### config.mk
export PLATFORM = sky130hd
export DESIGN_NAME = ddr3_para_rd
export DESIGN_NICKNAME = d
export VERILOG_FILES = /design/src/rtl/ddr3_para_pkg.sv /design/src/rtl/para_line_fifo.sv /design/src/rtl/ddr3_para_rd.sv
export SDC_FILE = /design/constraint.sdc
export NUM_CORES = 1
export LEC_CHECK = 0
export ABC_AREA = 1
export CELL_PAD_IN_SITES_DETAIL_PLACEMENT = 1
export CELL_PAD_IN_SITES_GLOBAL_PLACEMENT = 2
export CORE_MARGIN = 3
export CORE_UTILIZATION = 38
export DETAILED_ROUTE_END_ITERATION = 8
export HOLD_SLACK_MARGIN = 0.12
export PLACE_DENSITY = 0.9
export SYNTH_ARGS = -nofsm -noshare
export SYNTH_HDL_FRONTEND = slang
export SYNTH_SLANG_ARGS = --single-unit
### constraint.sdc
create_clock -name ui_clk -period 8.52 [get_ports ui_clk]
set_input_delay 1.704 -clock ui_clk [delete_from_list [all_inputs] [get_ports ui_clk]]
set_output_delay 1.704 -clock ui_clk [all_outputs]
set_load 0.1 [all_outputs]
### src/rtl/ddr3_para_pkg.sv
// Shared definitions for the DDR3 parameter reader.
//   - memory-controller command encodings
//   - default address increment per 128-bit line
//   - reader FSM state encoding
//   - line-count helper (ceil(words/8) without overflow)
package ddr3_para_pkg;

    localparam logic [2:0] CMD_READ       = 3'b001;
    localparam logic [2:0] CMD_WRITE      = 3'b000;

    localparam int         ADDR_STEP_DEF  = 8;
    localparam int         WORDS_PER_LINE = 8;
    localparam int         LINE_W         = 128;

    typedef enum logic [1:0] {
        IDLE  = 2'd0,
        ISSUE = 2'd1,
        DRAIN = 2'd2,
        FIN   = 2'd3
    } state_e;

    // The extra top bit keeps num_words = 0xFFFFFFFF from wrapping when 7 is added.
    function automatic logic [32:0] line_count(input logic [31:0] words);
        logic [32:0] sum;
        sum = {1'b0, words} + 33'd7;
        return sum >> 3;
    endfunction

endpackage

### src/rtl/para_line_fifo.sv
// Synchronous FIFO holding 128-bit read lines.
// Ports:
//   clk, rst_n        clock, asynchronous active-low reset
//   wr_en, wr_data    push a line (accepted when not full, or when popping too)
//   rd_en             pop the head line (ignored when empty)
//   rd_data           head line, valid while empty is low
//   count             registered number of stored lines
//   full, empty       registered occupancy flags
module para_line_fifo #(
    parameter  int DEPTH = 4,
    parameter  int WIDTH = 128,
    localparam int CW    = $clog2(DEPTH + 1),
    localparam int PW    = (DEPTH > 1) ? $clog2(DEPTH) : 1
) (
    input  logic             clk,
    input  logic             rst_n,
    input  logic             wr_en,
    input  logic [WIDTH-1:0] wr_data,
    input  logic             rd_en,
    output logic [WIDTH-1:0] rd_data,
    output logic [CW-1:0]    count,
    output logic             full,
    output logic             empty
);

    logic [WIDTH-1:0] mem_q [DEPTH];
    logic [PW-1:0]    wr_ptr_q;
    logic [PW-1:0]    rd_ptr_q;
    logic [CW-1:0]    count_q;
    logic [CW-1:0]    count_d;
    logic             full_q;
    logic             empty_q;
    logic             wr_fire;
    logic             rd_fire;

    // A pop frees the head slot in the same cycle, so a full FIFO can still
    // take a write alongside a read.
    assign rd_fire = rd_en && !empty_q;
    assign wr_fire = wr_en && (!full_q || rd_fire);

    function automatic logic [PW-1:0] ptr_next(input logic [PW-1:0] p);
        return (p == PW'(DEPTH - 1)) ? '0 : p + PW'(1);
    endfunction

    always_comb begin
        count_d = count_q;
        if (wr_fire && !rd_fire) begin
            count_d = count_q + CW'(1);
        end else if (!wr_fire && rd_fire) begin
            count_d = count_q - CW'(1);
        end
    end

    always_ff @(posedge clk or negedge rst_n) begin
        if (!rst_n) begin
            wr_ptr_q <= '0;
            rd_ptr_q <= '0;
            count_q  <= '0;
            full_q   <= 1'b0;
            empty_q  <= 1'b1;
        end else begin
            if (wr_fire) begin
                wr_ptr_q <= ptr_next(wr_ptr_q);
            end
            if (rd_fire) begin
                rd_ptr_q <= ptr_next(rd_ptr_q);
            end
            count_q <= count_d;
            full_q  <= (count_d == CW'(DEPTH));
            empty_q <= (count_d == '0);
        end
    end

    // Line storage carries no reset; occupancy is tracked by the flags above.
    always_ff @(posedge clk) begin
        if (wr_fire) begin
            mem_q[wr_ptr_q] <= wr_data;
        end
    end

    assign rd_data = mem_q[rd_ptr_q];
    assign count   = count_q;
    assign full    = full_q;
    assign empty   = empty_q;

endmodule

### src/rtl/ddr3_para_rd.sv
// Reads a block of 16-bit parameters out of DDR3 and streams them downstream.
// A job reads ceil(num_words/8) 128-bit lines starting at base_addr, buffers
// them in a line FIFO and unpacks each line LSB halfword first.
// Ports:
//   ui_clk, rst_n                 clock, asynchronous active-low reset
//   start, base_addr, num_words   job request (sampled on start while idle)
//   busy, done                    job status
//   app_rdy, app_cmd_en,
//   app_cmd, app_addr             command channel to the memory controller
//   app_rd_data_valid,
//   app_rd_data                   read data returned by the controller
//   para_valid, para_data,
//   para_ready                    parameter stream to the consumer
module ddr3_para_rd
    import ddr3_para_pkg::*;
#(
    parameter int FIFO_DEPTH = 4,
    parameter int ADDR_STEP  = ADDR_STEP_DEF
) (
    input  logic              ui_clk,
    input  logic              rst_n,
    input  logic              start,
    input  logic [31:0]       base_addr,
    input  logic [31:0]       num_words,
    output logic              busy,
    output logic              done,
    input  logic              app_rdy,
    output logic              app_cmd_en,
    output logic [2:0]        app_cmd,
    output logic [32:0]       app_addr,
    input  logic              app_rd_data_valid,
    input  logic [LINE_W-1:0] app_rd_data,
    output logic              para_valid,
    output logic [15:0]       para_data,
    input  logic              para_ready
);

    localparam int CW = $clog2(FIFO_DEPTH + 1);

    state_e            state_q;
    logic              busy_q;
    logic              done_q;
    logic [31:0]       addr_q;
    logic [32:0]       cmds_left_q;
    logic [31:0]       words_left_q;
    logic [2:0]        idx_q;
    logic [CW-1:0]     inflight_q;

    logic [32:0]       lines_d;
    logic [CW:0]       occupancy;
    logic              room;
    logic              cmd_en;
    logic              cmd_acc;
    logic              beat_ok;
    logic              xfer;
    logic              last_word;
    logic              fifo_rd;
    logic [LINE_W-1:0] fifo_head;
    logic [CW-1:0]     fifo_count;
    logic              fifo_full;
    logic              fifo_empty;

    assign lines_d = line_count(num_words);

    // Lines already requested count against the buffer, so returned data
    // always has a free slot and never needs back-pressure. The sum only
    // grows on an accepted command, which keeps app_cmd_en stable until then.
    assign occupancy = {1'b0, inflight_q} + {1'b0, fifo_count};
    assign room      = (occupancy < (CW + 1)'(FIFO_DEPTH)) && !fifo_full;
    assign cmd_en    = (state_q == ISSUE) && (cmds_left_q != '0) && room;
    assign cmd_acc   = cmd_en && app_rdy;

    // With nothing outstanding (e.g. right after a reset) any beat is stale.
    assign beat_ok   = app_rd_data_valid && (inflight_q != '0);

    assign para_valid = ((state_q == ISSUE) || (state_q == DRAIN)) && !fifo_empty;
    assign xfer       = para_valid && para_ready;
    assign last_word  = (words_left_q == 32'd1);
    // The head line is released after its eighth halfword, or after the job's
    // final word, which discards the unused tail of a partial last line.
    assign fifo_rd    = xfer && ((idx_q == 3'd7) || last_word);
    assign para_data  = fifo_head[{idx_q, 4'b0000} +: 16];

    para_line_fifo #(
        .DEPTH (FIFO_DEPTH),
        .WIDTH (LINE_W)
    ) u_line_fifo (
        .clk     (ui_clk),
        .rst_n   (rst_n),
        .wr_en   (beat_ok),
        .wr_data (app_rd_data),
        .rd_en   (fifo_rd),
        .rd_data (fifo_head),
        .count   (fifo_count),
        .full    (fifo_full),
        .empty   (fifo_empty)
    );

    always_ff @(posedge ui_clk or negedge rst_n) begin
        if (!rst_n) begin
            state_q      <= IDLE;
            busy_q       <= 1'b0;
            done_q       <= 1'b0;
            addr_q       <= '0;
            cmds_left_q  <= '0;
            words_left_q <= '0;
            idx_q        <= '0;
            inflight_q   <= '0;
        end else begin
            done_q <= 1'b0;

            if (cmd_acc && !beat_ok) begin
                inflight_q <= inflight_q + CW'(1);
            end else if (!cmd_acc && beat_ok) begin
                inflight_q <= inflight_q - CW'(1);
            end

            if (cmd_acc) begin
                addr_q      <= addr_q + 32'(ADDR_STEP);
                cmds_left_q <= cmds_left_q - 33'd1;
            end

            if (xfer) begin
                words_left_q <= words_left_q - 32'd1;
                idx_q        <= fifo_rd ? 3'd0 : idx_q + 3'd1;
            end

            case (state_q)
                IDLE: begin
                    if (start) begin
                        addr_q       <= base_addr;
                        cmds_left_q  <= lines_d;
                        words_left_q <= num_words;
                        idx_q        <= 3'd0;
                        busy_q       <= 1'b1;
                        if (num_words == 32'd0) begin
                            state_q <= FIN;
                            done_q  <= 1'b1;
                        end else begin
                            state_q <= ISSUE;
                        end
                    end
                end
                ISSUE: begin
                    if (cmd_acc && (cmds_left_q == 33'd1)) begin
                        state_q <= DRAIN;
                    end
                end
                DRAIN: begin
                    if (xfer && last_word) begin
                        state_q <= FIN;
                        done_q  <= 1'b1;
                    end
                end
                FIN: begin
                    state_q <= IDLE;
                    busy_q  <= 1'b0;
                end
                default: begin
                    state_q <= IDLE;
                end
            endcase
        end
    end

    assign busy       = busy_q;
    assign done       = done_q;
    assign app_cmd_en = cmd_en;
    assign app_cmd    = CMD_READ;
    assign app_addr   = {1'b0, addr_q};

endmodule

* Word-level counts from Yosys, hierarchy flattened *
Memory sizes are Yosys's and may differ from the RTL's.
Cells that the tools add are included.

word-level totals
  register bits after elaboration = 116
  output and inout bits = 56
  memories = 1
  input bits = 198
  memory bits (writable) = 512

memory list
  name               depth  bits a word  rd ports  clocked after memory_dff  write ports  line                  text
  u_line_fifo.mem_q  4      128          1         0                         1            para_line_fifo.sv:26  logic [WIDTH-1:0] mem_q [DEPTH];

operators by class
  multiplexer cells = 32
  reductions and logical operators = 34
  shifts and indexed selects = 1
  add/sub/neg operators = 12
  equality and inequality tests = 12
  $lt $le $gt $ge = 1

operators with widths
  operator                                                                      count
  32-bit 2-to-1 mux                                                             6
  128-bit by 8-bit indexed part select with 16-bit output                       1
  33-bit 2-to-1 mux                                                             3
  32-bit by 3-bit adder with 33-bit output, second input constant               1
  33-bit by 1-bit == test with 1-bit output, second input constant              1
  33-bit nonzero test                                                           1
  33-bit by 1-bit subtractor with 33-bit output, second input constant          1
  32-bit by 4-bit adder with 32-bit output, second input constant               1
  32-bit by 1-bit == test with 1-bit output, second input constant              1
  32-bit logical NOT                                                            1
  32-bit by 1-bit subtractor with 32-bit output, second input constant          1
  3-bit 2-to-1 mux                                                              8
  1-bit logical AND                                                             16
  2-bit 2-to-1 mux                                                              6
  3-bit by 1-bit adder with 3-bit output, second input constant                 3
  2-bit == test, second input constant                                          4
  2-bit case mux with 4 select lines                                            1
  3-bit == test, second input constant                                          2
  1-bit logical NOT                                                             6
  1-bit 2-to-1 mux                                                              6
  3-bit by 1-bit subtractor with 3-bit output, second input constant            2
  2-bit by 1-bit adder with 2-bit output, second input constant                 2
  3-bit by 3-bit adder with 4-bit output                                        1
  4-bit by 3-bit less-than comparator with 1-bit output, second input constant  1
  other kinds (11)                                                              16

* Depth between registers and ports, before layout *
  word-level depth = 13
  mapped depth = 17
  depth with buffers taken out = 16

* Hierarchy *
Synthesis repeated with hierarchy kept, for this count alone.

second synthesis, totals
  cells, all modules = 2,841
  area total of the unflattened synthesis = 28,957.8 um^2

by module, submodules not included
  module          cells an instance  instances  area each (um^2)  seq. area each (um^2)
  para_line_fifo  1,315              1          19,578.8          15,601.2
  ddr3_para_rd    1,526              1          9,379.0           2,677.6

* Worst setup path before layout *
No wires, ideal clock.

  path type = input -> register
  start point = input para_ready
  end point = memory u_line_fifo.mem_q[0][0] (enable)
  required time = 7.903 ns
  arrival = 7.836 ns
  buffers on the path = 1
  cell stages on the path = 7
  path slack = 0.068 ns
  cells stage by stage = nand3_2 > buf_4 > nor3_2 > nand2_1 > nand2_4 > o21ai_2 > nor2_1

between the ends
  word-level cells in the longest chain between the ends = 7

ends and longest elaborated chain
  what                                    line                  text
  from (decl)                             ddr3_para_rd.sv:35    input logic para_ready
  1-bit logical AND                       ddr3_para_rd.sv:77    assign xfer = para_valid && para_ready;
  1-bit logical AND                       ddr3_para_rd.sv:81    assign fifo_rd = xfer && ((idx_q == 3'd7) || last_word);
  1-bit logical AND                       para_line_fifo.sv:38  assign rd_fire = rd_en && !empty_q;
  1-bit logical OR                        para_line_fifo.sv:39  assign wr_fire = wr_en && (!full_q || rd_fire);
  1-bit logical AND                       para_line_fifo.sv:39
  1-bit 2-to-1 mux                        para_line_fifo.sv:76  if (wr_fire) begin
  1-bit 2-to-1 mux (not written as such)  para_line_fifo.sv:77  mem_q[wr_ptr_q] <= wr_data;
  to (decl)                               para_line_fifo.sv:26

Every way passes these cells.

* Worst setup path in the final report *
  start point = register u_line_fifo.rd_ptr_q[1]
  end point = output para_data[0]

between the ends
  word-level cells in the longest chain between the ends = 2

ends and longest elaborated chain
  what                                                     line                  text
  from (decl)                                              para_line_fifo.sv:28  logic [PW-1:0] rd_ptr_q;
  from (signal assigned)                                   para_line_fifo.sv:66  rd_ptr_q <= ptr_next(rd_ptr_q);
  memory read 4 x 128 bit                                  -
  128-bit by 8-bit indexed part select with 16-bit output  ddr3_para_rd.sv:82    assign para_data = fifo_head[{idx_q, 4'b0000} +: 16];
  to (decl)                                                ddr3_para_rd.sv:34    output logic [15:0] para_data,

Every way passes these cells.

==> impl_metrics.yaml <==
outcome:
  outcome: "finished clean"
min_path:
  min_to: "addr_q[2]"
  min_from: "addr_q[2]"
  hold_depth: 2
  hold_path.class: "register to register"
synthesis:
  synth_ff_type: "edfxtp_1"
  synthArstFlopShare_pct: 18.5
  synth-edff-count: 512
  syn_area_mm2: 0.0287
  synth_area_per_cell_um2: 10.4
  syn_inst: 2751
  synth.distinct_cells: 50
  yosysWarnings: 0
  ys_seq_area_share_pct: 63.7
  ys_ff_latch: 628
clock_network:
  cts_tree: "built"
  ctsHoldBuffers: 0
  root_buffer: "clkbuf_16"
  cts.clk_slew.worst_paths_ps: 60
  cts_buffers: 72
  ctsResizeCount: 0
  htreeDepth: 3
  clock_path_buffers: 3
  cts.sinks: 628
  post-cts-setup-buffer-count: 0
  clk-insertion-delay-late_ps: 620
worst_setup_path:
  crit_chain: "clkinv_2 > buf_4 > o21ai_0 > o221ai_1 > a31oi_1 > a21oi_1 > clkdlybuf4s50_1"
  max_stage_delay_ps: 1050
  worst_path_max_delay_cell: "clkinv_2"
  cp_max_fo: 72
  critical_path_class: "register to output pin"
  reg2reg_slack_ps: 4590
  crit_buf_inv: 3
  worst_ep_arrival_time_ps: 5240
  reg2regPathDepth: 11
  end_kind: "output pin"
  critPathRequiredTime_ps: 6820
  rr_endpoint: "state_q[0]"
  reg2reg_from: "inflight_q[2]"
  crit_family: "buffers and inverters"
  worstSetupStartpointType: "register"
floorplan:
  fp.dieH_um: 281
  fp.dieArea_mm2: 0.0788
  core_area_mm2: 0.0746
  rows: 100
  die_w_um: 281
  num_io_pins: 254
  start_util_pct: 38.5
cells_and_area:
  final_core_util_pct: 46.0
  final_cell_mix: "512 x edfxtp_1, 467 x nor2_1, 370 x nand2_1, 340 x o21ai_0, 248 x clkdlybuf4s50_1"
  final_nets: 3169
  drive_gt1_share_pct: 6.55
  nFillCells: 8062
  area_growth_pct: 19.7
  fin_area_mm2: 0.0343
  layout_commonest_cell: "edfxtp_1"
route:
  num_vias: 22315
  drt_iter0_drc: 2067
  wl_per_cell_um: 23.3
  detail-route-antenna-nets: 0
  routed_wl_mm: 92.8
  dr.pass1.iters: 5
  drc: 0
  avgViaCountPerCell: 5.59
sta:
  skew_ps: 30.4
  slew_headroom_pct: 22.6
  finalHoldViolCount: 0
  tightest_slew_ps: 1160
  fmax_ghz: 0.144
  tns_ps: 0
  whs_ps: 493
  finalCriticalPeriod_ps: 6940
  report.final.slew_viol_count: 0
  setup-violations-final: 0
  timing.final.crit_share_pct: 81.5
  grt_setup_unrepaired: "no"
run:
  max_cap_viol_count: 0
global_routing:
  grtUsageTotal_pct: 23.1
  grt_antenna_before_repair: 17
  grt_pass1_wl_mm: 141
  grt_max_degree: 259
  first_global_vias: 23306
  overflow: 0
power:
  p_clk_share_pct: 22.4
  p_per_area_mw_per_mm2: 394
  peakVddDrop_uv: 474
  p_int_w: 0.00741
  p_leak_nw: 12.3
  switchingPower_w: 0.00610
  p_comb_share_pct: 42.8
  seqPwrFrac_pct: 34.7
  swShare_pct: 45.2
placement:
  post_dp_cell_area_mm2: 0.0320
  io_buffers: 249
  gp_congestion: 0.867
  dp_hpwl_mm: 59.2
[routing by layer]
metal  part of all wire (%)  track usage, %  vias up
met1                     42            30.5    11349
met4                    2.7            7.68        6
met5                  0.033               0        -
met2                     49            39.1      755
met3                    6.5            3.77      146
li1                       -               -    10059
[sequential cells by signal, summed over array words and instances, names as in the netlist, 3 cells and up]
signal and flops:
u_line_fifo.mem_q 512, cmds_left_q 33, addr_q 32, words_left_q 32
idx_q 3, inflight_q 3, u_line_fifo.count 3
[power by group through the flow]
stage          combinational [W]  clock (W)  sequential (W)
5_1_grt                  0.00626    0.00321         0.00476
4_1_cts                  0.00581    0.00309         0.00469
2_1_floorplan            0.00347          0         0.00521
3_5_place_dp             0.00577          0         0.00474
3_3_place_gp             0.00558          0         0.00469
6_report                 0.00579    0.00303         0.00470
[final cells by class]
| type | instances | area (um2) | area share, % |
|---|---|---|---|
| clock buffer | 91 | 1940 | 5.66 |
| multi-input combinational | 1772 | 9020 | 26.3 |
| inverter | 206 | 781 | 2.27 |
| clock inverter | 43 | 350 | 1.02 |
| sequential | 628 | 18300 | 53.3 |
| tap | 969 | 1210 | 3.53 |
| antenna | 12 | 30.0 | 0.0875 |
| timing repair buffer | 268 | 2710 | 7.89 |
[worst max path at each step]
stage,start,cells after the start,end
after global routing,u_line_fifo.rd_ptr_q[1],9,para_data[1]
after detailed placement,u_line_fifo.rd_ptr_q[1],7,para_data[0]
final,u_line_fifo.rd_ptr_q[1],7,para_data[0]
after CTS,u_line_fifo.rd_ptr_q[1],7,para_data[0]
after floorplan,para_ready,7,u_line_fifo.mem_q[0][0]
after global placement,u_line_fifo.rd_ptr_q[1],7,para_data[0]
[through the flow]
stage	total power [W]	std cells	setup slack (ps)
final	0.0135	3989	1580
after global routing	0.0142	3983	1430
after CTS	0.0136	3977	1610
after detailed placement	0.0105	3843	2280
after global placement	0.0103	3843	2240
after floorplan	0.00868	2753	67.6
[synthesized netlist by cell type (2+ instances only)]
| master | number | area [um2] |
|---|---|---|
| or2_2 | 10 | 62.6 |
| xor2_1 | 57 | 499 |
| buf_4 | 11 | 82.6 |
| nand2_1 | 371 | 1390 |
| buf_6 | 4 | 45.0 |
| o21ai_2 | 2 | 17.5 |
| o21ai_1 | 29 | 145 |
| nor2_1 | 471 | 1770 |
| buf_2 | 31 | 155 |
| a21oi_1 | 41 | 205 |
| buf_1 | 5 | 18.8 |
| nand3b_1 | 3 | 22.5 |
| nor2_2 | 11 | 68.8 |
| o21ai_0 | 340 | 1700 |
| nand4_1 | 19 | 119 |
| clkbuf_1 | 96 | 360 |
| inv_1 | 185 | 694 |
| inv_2 | 17 | 63.8 |
| o22ai_1 | 30 | 188 |
| nand3_1 | 114 | 571 |
| nand2_2 | 10 | 62.6 |
| nor3_2 | 3 | 30.0 |
| clkinv_1 | 3 | 11.3 |
| edfxtp_1 | 512 | 15400 |
| o31ai_1 | 2 | 15.0 |
| nor3_1 | 38 | 190 |
| or2_1 | 2 | 12.5 |
| nor4_1 | 6 | 37.5 |
| o211ai_1 | 29 | 218 |
| xnor2_1 | 20 | 175 |
| ha_1 | 22 | 275 |
| a211oi_1 | 3 | 22.5 |
| a31oi_1 | 21 | 131 |
| o221ai_1 | 100 | 876 |
| nor2_4 | 2 | 22.5 |
| conb_1 | 2 | 7.51 |
| dfrtp_1 | 115 | 2880 |
| a22oi_1 | 2 | 15.0 |
[tightest hold or removal path: cells and delay by family (launching register included)]
family        cells  cell delay [ps]
simple gates      2              120
flops             1              340
[cell families after synthesis]
logic type	share of synthesized area, %
multiplexers	0.0741
XOR/XNOR	2.35
AND/OR/NAND/NOR	15.3
flip-flops	63.7
other	0.0262
adder cells (fa/ha/maj)	1.03
buffers and inverters	5.01
AO/OA/AOI/OAI	12.5
(Power assumes the default switching activity.)
